<file path="config.mk">
export PLATFORM = sky130hd
export DESIGN_NAME = dds_phase_mac_flat
export DESIGN_NICKNAME = d
export VERILOG_FILES = /design/src/rtl/dds_phase_pkg.sv /design/src/rtl/dds_phase_mac_if.sv /design/src/rtl/dds_phase_mul.sv /design/src/rtl/dds_phase_mac.sv /design/src/flat_wrapper.sv
export SDC_FILE = /design/constraint.sdc
export NUM_CORES = 2
export LEC_CHECK = 0
export CAP_MARGIN = 20
export CORE_MARGIN = 8
export CORE_UTILIZATION = 59
export DETAILED_ROUTE_END_ITERATION = 10
export PLACE_DENSITY = 0.79
export SKIP_LAST_GASP = 1
export SYNTH_ARGS = -nofsm -noshare
export SYNTH_HDL_FRONTEND = slang
export SYNTH_HIERARCHICAL = 1
export SYNTH_SLANG_ARGS = --single-unit
export TNS_END_PERCENT = 5
</file>
<file path="constraint.sdc">
create_clock -name clk -period 23.1 [get_ports clk]
set_input_delay 6.93 -clock clk [delete_from_list [all_inputs] [get_ports clk]]
set_output_delay 6.93 -clock clk [all_outputs]
set_load 0.02 [all_outputs]
</file>
<file path="src/rtl/dds_phase_pkg.sv">
// rtl/dds_phase_pkg.sv - shared types and constants for the DDS phase accumulator/MAC.
package dds_phase_pkg;

  localparam int DDS_LAT     = 4;
  localparam int DDS_PHASE_W = 48;
  localparam int DDS_POFF_W  = 14;

  typedef enum logic [1:0] {
    OP_EVAL   = 2'd0,
    OP_LOAD   = 2'd1,
    OP_RETUNE = 2'd2,
    OP_RSVD   = 2'd3
  } dds_op_e;

  typedef struct packed {
    logic [DDS_PHASE_W-1:0] freq;
    logic [DDS_PHASE_W-1:0] toff;
    logic [DDS_PHASE_W-1:0] acc;
    logic [DDS_POFF_W-1:0]  poff;
  } dds_profile_t;

  function automatic int ch_width(input int n);
    return (n > 1) ? $clog2(n) : 1;
  endfunction

endpackage

</file>
<file path="src/rtl/dds_phase_mac_if.sv">
// rtl/dds_phase_mac_if.sv - command/result bundle between the sequencer and the DDS phase MAC.
interface dds_phase_mac_if
  import dds_phase_pkg::*;
#(
  parameter int NUM_CH  = 4,
  parameter int PHASE_W = 48,
  parameter int POFF_W  = 14
);
  localparam int CH_W = ch_width(NUM_CH);

  logic               in_valid;
  logic               in_ready;
  logic [1:0]         in_op;
  logic [CH_W-1:0]    in_ch;
  logic [PHASE_W-1:0] in_ts;
  logic [PHASE_W-1:0] in_freq;
  logic [PHASE_W-1:0] in_toff;
  logic [POFF_W-1:0]  in_poff;
  logic [PHASE_W-1:0] in_acc;
  logic               out_valid;
  logic [CH_W-1:0]    out_ch;
  logic [PHASE_W-1:0] out_phase;
  logic               err_op;

  modport master (
    output in_valid, in_op, in_ch, in_ts, in_freq, in_toff, in_poff, in_acc,
    input  in_ready, out_valid, out_ch, out_phase, err_op
  );

  modport slave (
    input  in_valid, in_op, in_ch, in_ts, in_freq, in_toff, in_poff, in_acc,
    output in_ready, out_valid, out_ch, out_phase, err_op
  );

endinterface

</file>
<file path="src/rtl/dds_phase_mul.sv">
// rtl/dds_phase_mul.sv - 2-stage W x W unsigned multiplier truncated to W bits, built from 16-bit slices.
module dds_phase_mul #(
  parameter int W = 48
) (
  input  logic         clk,
  input  logic [W-1:0] a,
  input  logic [W-1:0] b,
  output logic [W-1:0] p
);

  localparam int NSL = (W + 15) / 16;
  localparam int PW  = NSL * 16;

  logic [PW-1:0] a_pad;
  logic [PW-1:0] b_pad;
  logic [31:0]   pp_q [NSL][NSL];
  logic [PW-1:0] sum;
  logic [W-1:0]  p_q;

  assign a_pad = PW'(a);
  assign b_pad = PW'(b);

  // Slice pairs whose weight lands at or above 2^PW never reach the truncated result.
  always_ff @(posedge clk) begin
    for (int i = 0; i < NSL; i++) begin
      for (int j = 0; j < NSL; j++) begin
        if (i + j < NSL) begin
          pp_q[i][j] <= 32'(a_pad[16*i +: 16]) * 32'(b_pad[16*j +: 16]);
        end else begin
          pp_q[i][j] <= '0;
        end
      end
    end
  end

  always_comb begin
    sum = '0;
    for (int i = 0; i < NSL; i++) begin
      for (int j = 0; j < NSL; j++) begin
        if (i + j < NSL) begin
          sum = sum + (PW'(pp_q[i][j]) << (16 * (i + j)));
        end
      end
    end
  end

  always_ff @(posedge clk) begin
    p_q <= sum[W-1:0];
  end

  assign p = p_q;

endmodule

</file>
<file path="src/rtl/dds_phase_mac.sv">
// rtl/dds_phase_mac.sv - multi-channel DDS phase MAC with per-channel profiles.
// Phase-continuous RETUNE is built only when DDS_RETUNE_EN is defined.
module dds_phase_mac
  import dds_phase_pkg::*;
#(
  parameter int NUM_CH  = 4,
  parameter int PHASE_W = 48,
  parameter int POFF_W  = 14
) (
  input  logic           clk,
  input  logic           resetn,
  dds_phase_mac_if.slave bus
);

  localparam int CH_W = ch_width(NUM_CH);
  localparam int SH   = PHASE_W - POFF_W;

  logic [PHASE_W-1:0] prof_freq [NUM_CH];
  logic [PHASE_W-1:0] prof_toff [NUM_CH];
  logic [PHASE_W-1:0] prof_acc  [NUM_CH];
  logic [POFF_W-1:0]  prof_poff [NUM_CH];

  dds_op_e         op;
  logic            accept;
  logic            ch_ok;
  logic [CH_W-1:0] rd_ch;
  logic            go_eval;
  logic            go_load;
  logic            go_ret;
  logic            go_drop;

  logic [3:0]         pv;
  logic [CH_W-1:0]    pch   [4];
  logic [PHASE_W-1:0] pacc  [3];
  logic [POFF_W-1:0]  ppoff [3];
  logic [PHASE_W-1:0] s0_diff;
  logic [PHASE_W-1:0] s0_freq;
  logic [PHASE_W-1:0] prod;
  logic [PHASE_W-1:0] s3_phase;

  logic               out_valid_q;
  logic [CH_W-1:0]    out_ch_q;
  logic [PHASE_W-1:0] out_phase_q;
  logic               err_q;

  assign op     = dds_op_e'(bus.in_op);
  assign accept = bus.in_valid & bus.in_ready;
  assign ch_ok  = ({1'b0, bus.in_ch} < (CH_W + 1)'(NUM_CH));
  assign rd_ch  = ch_ok ? bus.in_ch : '0;

  always_comb begin
    go_eval = accept & ch_ok & (op == OP_EVAL);
    go_load = accept & ch_ok & (op == OP_LOAD);
`ifdef DDS_RETUNE_EN
    go_ret  = accept & ch_ok & (op == OP_RETUNE);
`else
    go_ret  = 1'b0;
`endif
    go_drop = accept & ~(go_eval | go_load | go_ret);
  end

  always_ff @(posedge clk) begin
    if (!resetn) begin
      pv <= '0;
    end else begin
      pv <= {pv[2:0], go_eval | go_ret};
    end
  end

  // Datapath registers carry no reset; pv qualifies everything downstream.
  always_ff @(posedge clk) begin
    pch[0]   <= rd_ch;
    pch[1]   <= pch[0];
    pch[2]   <= pch[1];
    pch[3]   <= pch[2];
    s0_diff  <= bus.in_ts - prof_toff[rd_ch];
    s0_freq  <= prof_freq[rd_ch];
    pacc[0]  <= prof_acc[rd_ch];
    pacc[1]  <= pacc[0];
    pacc[2]  <= pacc[1];
    ppoff[0] <= prof_poff[rd_ch];
    ppoff[1] <= ppoff[0];
    ppoff[2] <= ppoff[1];
    s3_phase <= pacc[2] + prod + (PHASE_W'(ppoff[2]) << SH);
  end

  dds_phase_mul #(
    .W (PHASE_W)
  ) u_mul (
    .clk (clk),
    .a   (s0_diff),
    .b   (s0_freq),
    .p   (prod)
  );

`ifdef DDS_RETUNE_EN
  logic [3:0]         rv;
  logic [PHASE_W-1:0] rts   [4];
  logic [PHASE_W-1:0] rfreq [4];
  logic [POFF_W-1:0]  rpoff [4];
  logic [2:0]         stall_cnt;

  always_ff @(posedge clk) begin
    if (!resetn) begin
      rv        <= '0;
      stall_cnt <= '0;
    end else begin
      rv <= {rv[2:0], go_ret};
      if (go_ret) begin
        stall_cnt <= 3'(DDS_LAT);
      end else if (stall_cnt != '0) begin
        stall_cnt <= stall_cnt - 3'd1;
      end
    end
  end

  always_ff @(posedge clk) begin
    rts[0]   <= bus.in_ts;
    rfreq[0] <= bus.in_freq;
    rpoff[0] <= bus.in_poff;
    for (int i = 1; i < 4; i++) begin
      rts[i]   <= rts[i-1];
      rfreq[i] <= rfreq[i-1];
      rpoff[i] <= rpoff[i-1];
    end
  end

  // Holding off new commands until write-back lets them see the retuned profile.
  assign bus.in_ready = (stall_cnt == '0);
`else
  assign bus.in_ready = 1'b1;
`endif

  always_ff @(posedge clk) begin
    if (!resetn) begin
      for (int i = 0; i < NUM_CH; i++) begin
        prof_freq[i] <= '0;
        prof_toff[i] <= '0;
        prof_acc[i]  <= '0;
        prof_poff[i] <= '0;
      end
    end else begin
      if (go_load) begin
        prof_freq[bus.in_ch] <= bus.in_freq;
        prof_toff[bus.in_ch] <= bus.in_toff;
        prof_acc[bus.in_ch]  <= bus.in_acc;
        prof_poff[bus.in_ch] <= bus.in_poff;
      end
`ifdef DDS_RETUNE_EN
      // New offset is pre-subtracted from acc so the phase at in_ts is unchanged.
      if (rv[3]) begin
        prof_acc[pch[3]]  <= s3_phase - (PHASE_W'(rpoff[3]) << SH);
        prof_toff[pch[3]] <= rts[3];
        prof_freq[pch[3]] <= rfreq[3];
        prof_poff[pch[3]] <= rpoff[3];
      end
`endif
    end
  end

  always_ff @(posedge clk) begin
    if (!resetn) begin
      out_valid_q <= 1'b0;
      out_ch_q    <= '0;
      out_phase_q <= '0;
      err_q       <= 1'b0;
    end else begin
      out_valid_q <= pv[3];
      if (pv[3]) begin
        out_ch_q    <= pch[3];
        out_phase_q <= s3_phase;
      end
      if (go_drop) begin
        err_q <= 1'b1;
      end
    end
  end

  assign bus.out_valid = out_valid_q;
  assign bus.out_ch    = out_ch_q;
  assign bus.out_phase = out_phase_q;
  assign bus.err_op    = err_q;

endmodule

</file>
<file path="src/flat_wrapper.sv">
// flat-port wrapper written by rule: the top's interface ports become plain ports
module dds_phase_mac_flat import dds_phase_pkg::*;
#(
  parameter int NUM_CH  = 4,
  parameter int PHASE_W = 48,
  parameter int POFF_W  = 14
)
  (clk, resetn, bus_in_valid, bus_in_op, bus_in_ch, bus_in_ts, bus_in_freq, bus_in_toff, bus_in_poff, bus_in_acc, bus_in_ready, bus_out_valid, bus_out_ch, bus_out_phase, bus_err_op);
  dds_phase_mac_if #(.NUM_CH(NUM_CH), .PHASE_W(PHASE_W), .POFF_W(POFF_W)) bus_i ();
  input  logic clk;
  input  logic resetn;
  input wire logic [$bits(bus_i.in_valid)-1:0] bus_in_valid;
  input wire logic [$bits(bus_i.in_op)-1:0] bus_in_op;
  input wire logic [$bits(bus_i.in_ch)-1:0] bus_in_ch;
  input wire logic [$bits(bus_i.in_ts)-1:0] bus_in_ts;
  input wire logic [$bits(bus_i.in_freq)-1:0] bus_in_freq;
  input wire logic [$bits(bus_i.in_toff)-1:0] bus_in_toff;
  input wire logic [$bits(bus_i.in_poff)-1:0] bus_in_poff;
  input wire logic [$bits(bus_i.in_acc)-1:0] bus_in_acc;
  output wire logic [$bits(bus_i.in_ready)-1:0] bus_in_ready;
  output wire logic [$bits(bus_i.out_valid)-1:0] bus_out_valid;
  output wire logic [$bits(bus_i.out_ch)-1:0] bus_out_ch;
  output wire logic [$bits(bus_i.out_phase)-1:0] bus_out_phase;
  output wire logic [$bits(bus_i.err_op)-1:0] bus_err_op;
  assign bus_i.in_valid = bus_in_valid;
  assign bus_i.in_op = bus_in_op;
  assign bus_i.in_ch = bus_in_ch;
  assign bus_i.in_ts = bus_in_ts;
  assign bus_i.in_freq = bus_in_freq;
  assign bus_i.in_toff = bus_in_toff;
  assign bus_i.in_poff = bus_in_poff;
  assign bus_i.in_acc = bus_in_acc;
  assign bus_in_ready = bus_i.in_ready;
  assign bus_out_valid = bus_i.out_valid;
  assign bus_out_ch = bus_i.out_ch;
  assign bus_out_phase = bus_i.out_phase;
  assign bus_err_op = bus_i.err_op;
  dds_phase_mac #(.NUM_CH(NUM_CH), .PHASE_W(PHASE_W), .POFF_W(POFF_W)) u_core (.clk(clk), .resetn(resetn), .bus(bus_i));
endmodule
</file>
* After elaboration in Yosys (flattened, before gate mapping) *
Memory sizes are Yosys's and may differ from the RTL's. A register that Yosys moved wholly into a read port is not among the register bits.
Cells that the tools add are included.

cells by class
  $mul = 6
  reduce and logical (&&, ||, !) cells = 6
  add/subtract/negate cells = 8
  equality and inequality tests = 1
  bitwise logic cells = 5
  mux-type cells = 16

operators with widths
  cell                                                                    number
  48-bit adder                                                            6
  16-bit by 16-bit multiplier with 32-bit output                          6
  48-bit 2-to-1 mux                                                       3
  48-bit OR reduction                                                     3
  32-bit by 48-bit adder with 48-bit output                               1
  48-bit subtractor                                                       1
  14-bit 2-to-1 mux                                                       1
  14-bit OR reduction                                                     1
  1-bit 2-to-1 mux                                                        8
  2-bit 2-to-1 mux                                                        4
  1-bit AND                                                               3
  2-bit by 1-bit equality test with 1-bit output (second input constant)  1
  2-bit logical NOT                                                       1
  1-bit logical NOT                                                       1
  1-bit NOT                                                               1
  1-bit bitwise OR                                                        1

storage, ports and cells
  memory bits (writable) = 1114
  memories = 8
  output and inout port bits = 53
  register bits = 198
  word-level logic and storage cells = 57

memories
  memory             words  bits a word  rd ports  clocked after Yosys merged registers in  wr ports  RTL line             text
  u_core.u_mul.pp_q  3      96           3         0                                        3         dds_phase_mul.sv:16  logic [31:0] pp_q [NSL][NSL];
  u_core.prof_acc    4      48           1         0                                        4         dds_phase_mac.sv:20  logic [PHASE_W-1:0] prof_acc [NUM_CH];
  u_core.prof_freq   4      48           1         1                                        4         dds_phase_mac.sv:18  logic [PHASE_W-1:0] prof_freq [NUM_CH];
  u_core.prof_toff   4      48           1         0                                        4         dds_phase_mac.sv:19  logic [PHASE_W-1:0] prof_toff [NUM_CH];
  u_core.pacc        3      48           3         0                                        3         dds_phase_mac.sv:34  logic [PHASE_W-1:0] pacc [3];
  u_core.prof_poff   4      14           1         0                                        4         dds_phase_mac.sv:21  logic [POFF_W-1:0] prof_poff [NUM_CH];
  +2 memories        -      -            -         -                                        -         -

* Logic depth before layout (Yosys ltp) *
  word-level depth = 7
  mapped depth = 25
  depth with buffers taken out = 22

* Hierarchy *
Netlist, hierarchy kept.

modules (own cells, without submodules)
  module         instances  cells each  area an instance (um2)  sequential area each (um2)
  dds_phase_mul  1          4833        43849.6                 3843.7
  dds_phase_mac  1          2887        41756.3                 26865.8

* Worst setup path before layout *
Ideal clock, no wire load.

  path type = input-to-reg
  start point = input port bus_in_ch[0]
  end point = memory u_core.prof_acc[3][0] (enable)
  arrival time = 19.379 ns
  stages on the path = 5
  data required time = 22.206 ns
  path slack = 2.827 ns
  buffers on the path = 3
  path through = clkbuf_1 clkbuf_1 buf_1 nand2_1 o21ai_0

RTL lines
  item                RTL line             text
  start: declaration  flat_wrapper.sv:14   input wire logic [$bits(bus_i.in_ch)-1:0] bus_in_ch;
  end: declaration    dds_phase_mac.sv:20

==> impl_metrics.env <==
export IMPL_rows=139
export IMPL_setup_viol=0
export IMPL_synth_cell_types=90
export IMPL_drt_total_wl_um=214000
export IMPL_worstSetupEndpoint="u_core/prof_toff[0][21]"
export IMPL_drc_errors=0
export IMPL_wire_per_inst_um=21.7
export IMPL_critPathCaptureType="flip-flop"
export IMPL_rr_worst_depth=22
export IMPL_cp_arrival_ns=12.14
export IMPL_status="finished clean"
export IMPL_cts_buffers=114
export IMPL_grt_use_total=0.271
export IMPL_cts_sinks=1218
export IMPL_r2r_slack_ns=14.75
export IMPL_grt_ovfl_total=0
export IMPL_vias=56400
export IMPL_final_nets=9592
export IMPL_grt_pass1_vias=60800
export IMPL_first_pass_iters=6
export IMPL_clock_latency_ns=0.76
export IMPL_async_flop_share=0
export IMPL_path_max_fanout=84
export IMPL_synthCells=7720
export IMPL_drive_above_1_share=0.0618
export IMPL_max_cap_violations=0
export IMPL_skew_ns=0.0627
export IMPL_synth_fp_nets=9478
export IMPL_setup_worst_path_start="resetn"
export IMPL_relSlewSlack=0.134
export IMPL_worstPathRequired_ns=23.47
export IMPL_crit_top_cell="buf_4"
export IMPL_tightest_slew_ns=1.27
export IMPL_initial_core_util=0.595
export IMPL_dieHeight_um=397
export IMPL_synth_area_um2=85600
export IMPL_cts_setup_buffers=0
export IMPL_finalCriticalPeriod_ns=11.76
export IMPL_slowest_delay_ns=0.83
export IMPL_clk_pin_slew_ns=0.06
export IMPL_rsz0062_at_grt="no"
export IMPL_holdBufCountCts=0
export IMPL_clock_path_buffers=3
export IMPL_place_detailed_hpwl_um=152000
export IMPL_grt_start_max_net_pins=93
export IMPL_antenna_found_initial=13
export IMPL_period_share=0.509
export IMPL_whs_ns=0.306
export IMPL_coreArea_um2=144000
export IMPL_pre_cts_slack_ns=10.53
export IMPL_max_freq_mhz=85.0
export IMPL_final_max_slew_violation_count=0
export IMPL_io_buffers=264
export IMPL_ys_seq_elements=1218
export IMPL_via_per_inst=5.73
export IMPL_fp_dieW_um=397
export IMPL_worst_slack_ns=11.34
export IMPL_synth_edf_count=632
export IMPL_place_gp_congestion=0.949
export IMPL_synthFlopType="edfxtp_1"
export IMPL_h_tree_depth=3
export IMPL_ys_seq_area_frac=0.359
export IMPL_crit_chain="clkdlybuf4s50_1 > inv_2 > or2_2 > nor3_2 > buf_4 > nand2b_4 > buf_4 > buf_4"
export IMPL_hold_viol_final=0
export IMPL_root_buffer="clkbuf_16"
export IMPL_start_kind="input pin"
export IMPL_cpMaxStageDelayCell="clkdlybuf4s50_1"
export IMPL_first_iter_violations=4648
export IMPL_critPathKind="in -> reg"
export IMPL_hp_class="reg -> reg"
export IMPL_setup_tns_ns=0
export IMPL_r2r_start="u_core/s0_freq[6]"
export IMPL_io_pins=266
export IMPL_avgSynthCellArea_um2=11.1
export IMPL_reg2reg_to="u_core/u_mul/pp_q[0][95]"
export IMPL_ant_nets=0
export IMPL_yosysWarnings=6
export IMPL_cts_resized=0
export IMPL_area_growth_pct=9.88
export IMPL_dieArea_um2=158000
export IMPL_cts_tree="done"
export IMPL_grt_pass1_wl_um=334000
==> worst max-delay path: cells and delay by family <==
kind	cells	cell delay [ns]
and+or+nand+nor	3	1.46
buffers and inverters	5	3.61
==> final cells by class <==
class | count | area (um^2)
antenna | 11 | 27.5
clock buffer | 151 | 3220
clock inverter | 65 | 723
inverter | 1130 | 4240
multi-input combinational | 5007 | 49300
tap | 1903 | 2380
timing repair buffer | 363 | 3420
fill | 10500 | 49800
sequential | 1218 | 30700
==> per-layer routing <==
metal	up-vias	share of wire	wire, um	global-route usage
met5	-	0.000061	13	0
met4	2	0.050	10800	0.123
met3	572	0.085	18100	0.0566
met2	2461	0.48	103000	0.452
met1	28400	0.38	82300	0.341
li1	25000	-	-	-
==> state kept, by name, indices dropped and copies added (netlist names), 42 cells and up <==
| name | flops |
|---|---|
| u_core/s0_freq | 48 |
| u_core/pacc | 144 |
| u_core/s0_diff | 48 |
| u_core/prof_freq | 192 |
| u_core/prof_acc | 192 |
| u_core/s3_phase | 48 |
| u_core/prof_toff | 192 |
| u_core/bus.out_phase | 48 |
| u_core/ppoff | 42 |
| u_core/prof_poff | 56 |
| u_core/u_mul/p | 48 |
| u_core/u_mul/pp_q | 144 |
==> through the flow <==
stage / area [um^2] / utilization / std cells
2_1_floorplan: 85600 / - / 7720
3_3_place_gp: 90100 / 0.626 / 9621
3_5_place_dp: 90100 / 0.626 / 9621
4_1_cts: 94000 / 0.654 / 9837
5_1_grt: 94000 / 0.654 / 9837
6_report: 94100 / 0.654 / 9848
==> Yosys cell counts, types with 36 or more instances <==
library cell / n / area share
nor3_1: 36 / 0.0021
o21ai_0: 89 / 0.0052
fa_1: 899 / 0.21
clkbuf_1: 339 / 0.015
nor2_1: 189 / 0.0083
inv_1: 1129 / 0.050
mux4_2: 158 / 0.042
xor2_1: 87 / 0.0089
nand2_1: 734 / 0.032
ha_1: 646 / 0.094
mux2i_1: 52 / 0.0061
xnor2_1: 234 / 0.024
and2_1: 1179 / 0.086
dfxtp_1: 586 / 0.14
a21oi_1: 184 / 0.011
edfxtp_1: 632 / 0.22
a21o_1: 106 / 0.0093
nand3_1: 37 / 0.0022
==> cells in the final DEF, fill, tap and decap left out, drive strengths merged, types with 189 or more instances in the layout <==
| master | instances |
|---|---|
| ha | 646 |
| edfxtp | 632 |
| and2 | 1180 |
| fa | 899 |
| nand2 | 734 |
| dfxtp | 586 |
| nor2 | 189 |
| clkdlybuf4s50 | 262 |
| a21oi | 189 |
| xnor2 | 234 |
| inv | 1142 |
==> how the worst min path moves through the flow <==
stage                                to          startpoint  cells after the start
finish               u_core/pacc[0][91]  u_core/pacc[0][43]                      0
CTS                  u_core/pacc[0][88]  u_core/pacc[0][40]                      0
global route         u_core/pacc[0][91]  u_core/pacc[0][43]                      0
floorplan           u_core/pacc[0][100]  u_core/pacc[0][52]                      0
global placement    u_core/pacc[0][130]  u_core/pacc[0][82]                      0
detailed placement  u_core/pacc[0][101]  u_core/pacc[0][53]                      0
==> cells by family after synthesis <==
group | Yosys count | share of synthesized area
simple gates | 2314 | 0.142
xor+xnor | 321 | 0.0328
fa+ha+maj | 1545 | 0.305
compound gates | 616 | 0.0488
mux | 210 | 0.0476
flops | 1218 | 0.359
buf+inv | 1495 | 0.0656
other cells | 1 | 0.0000438
Power is not shown: default switching activity piles up to over one toggle a cycle in this logic, so the estimate is an artifact.
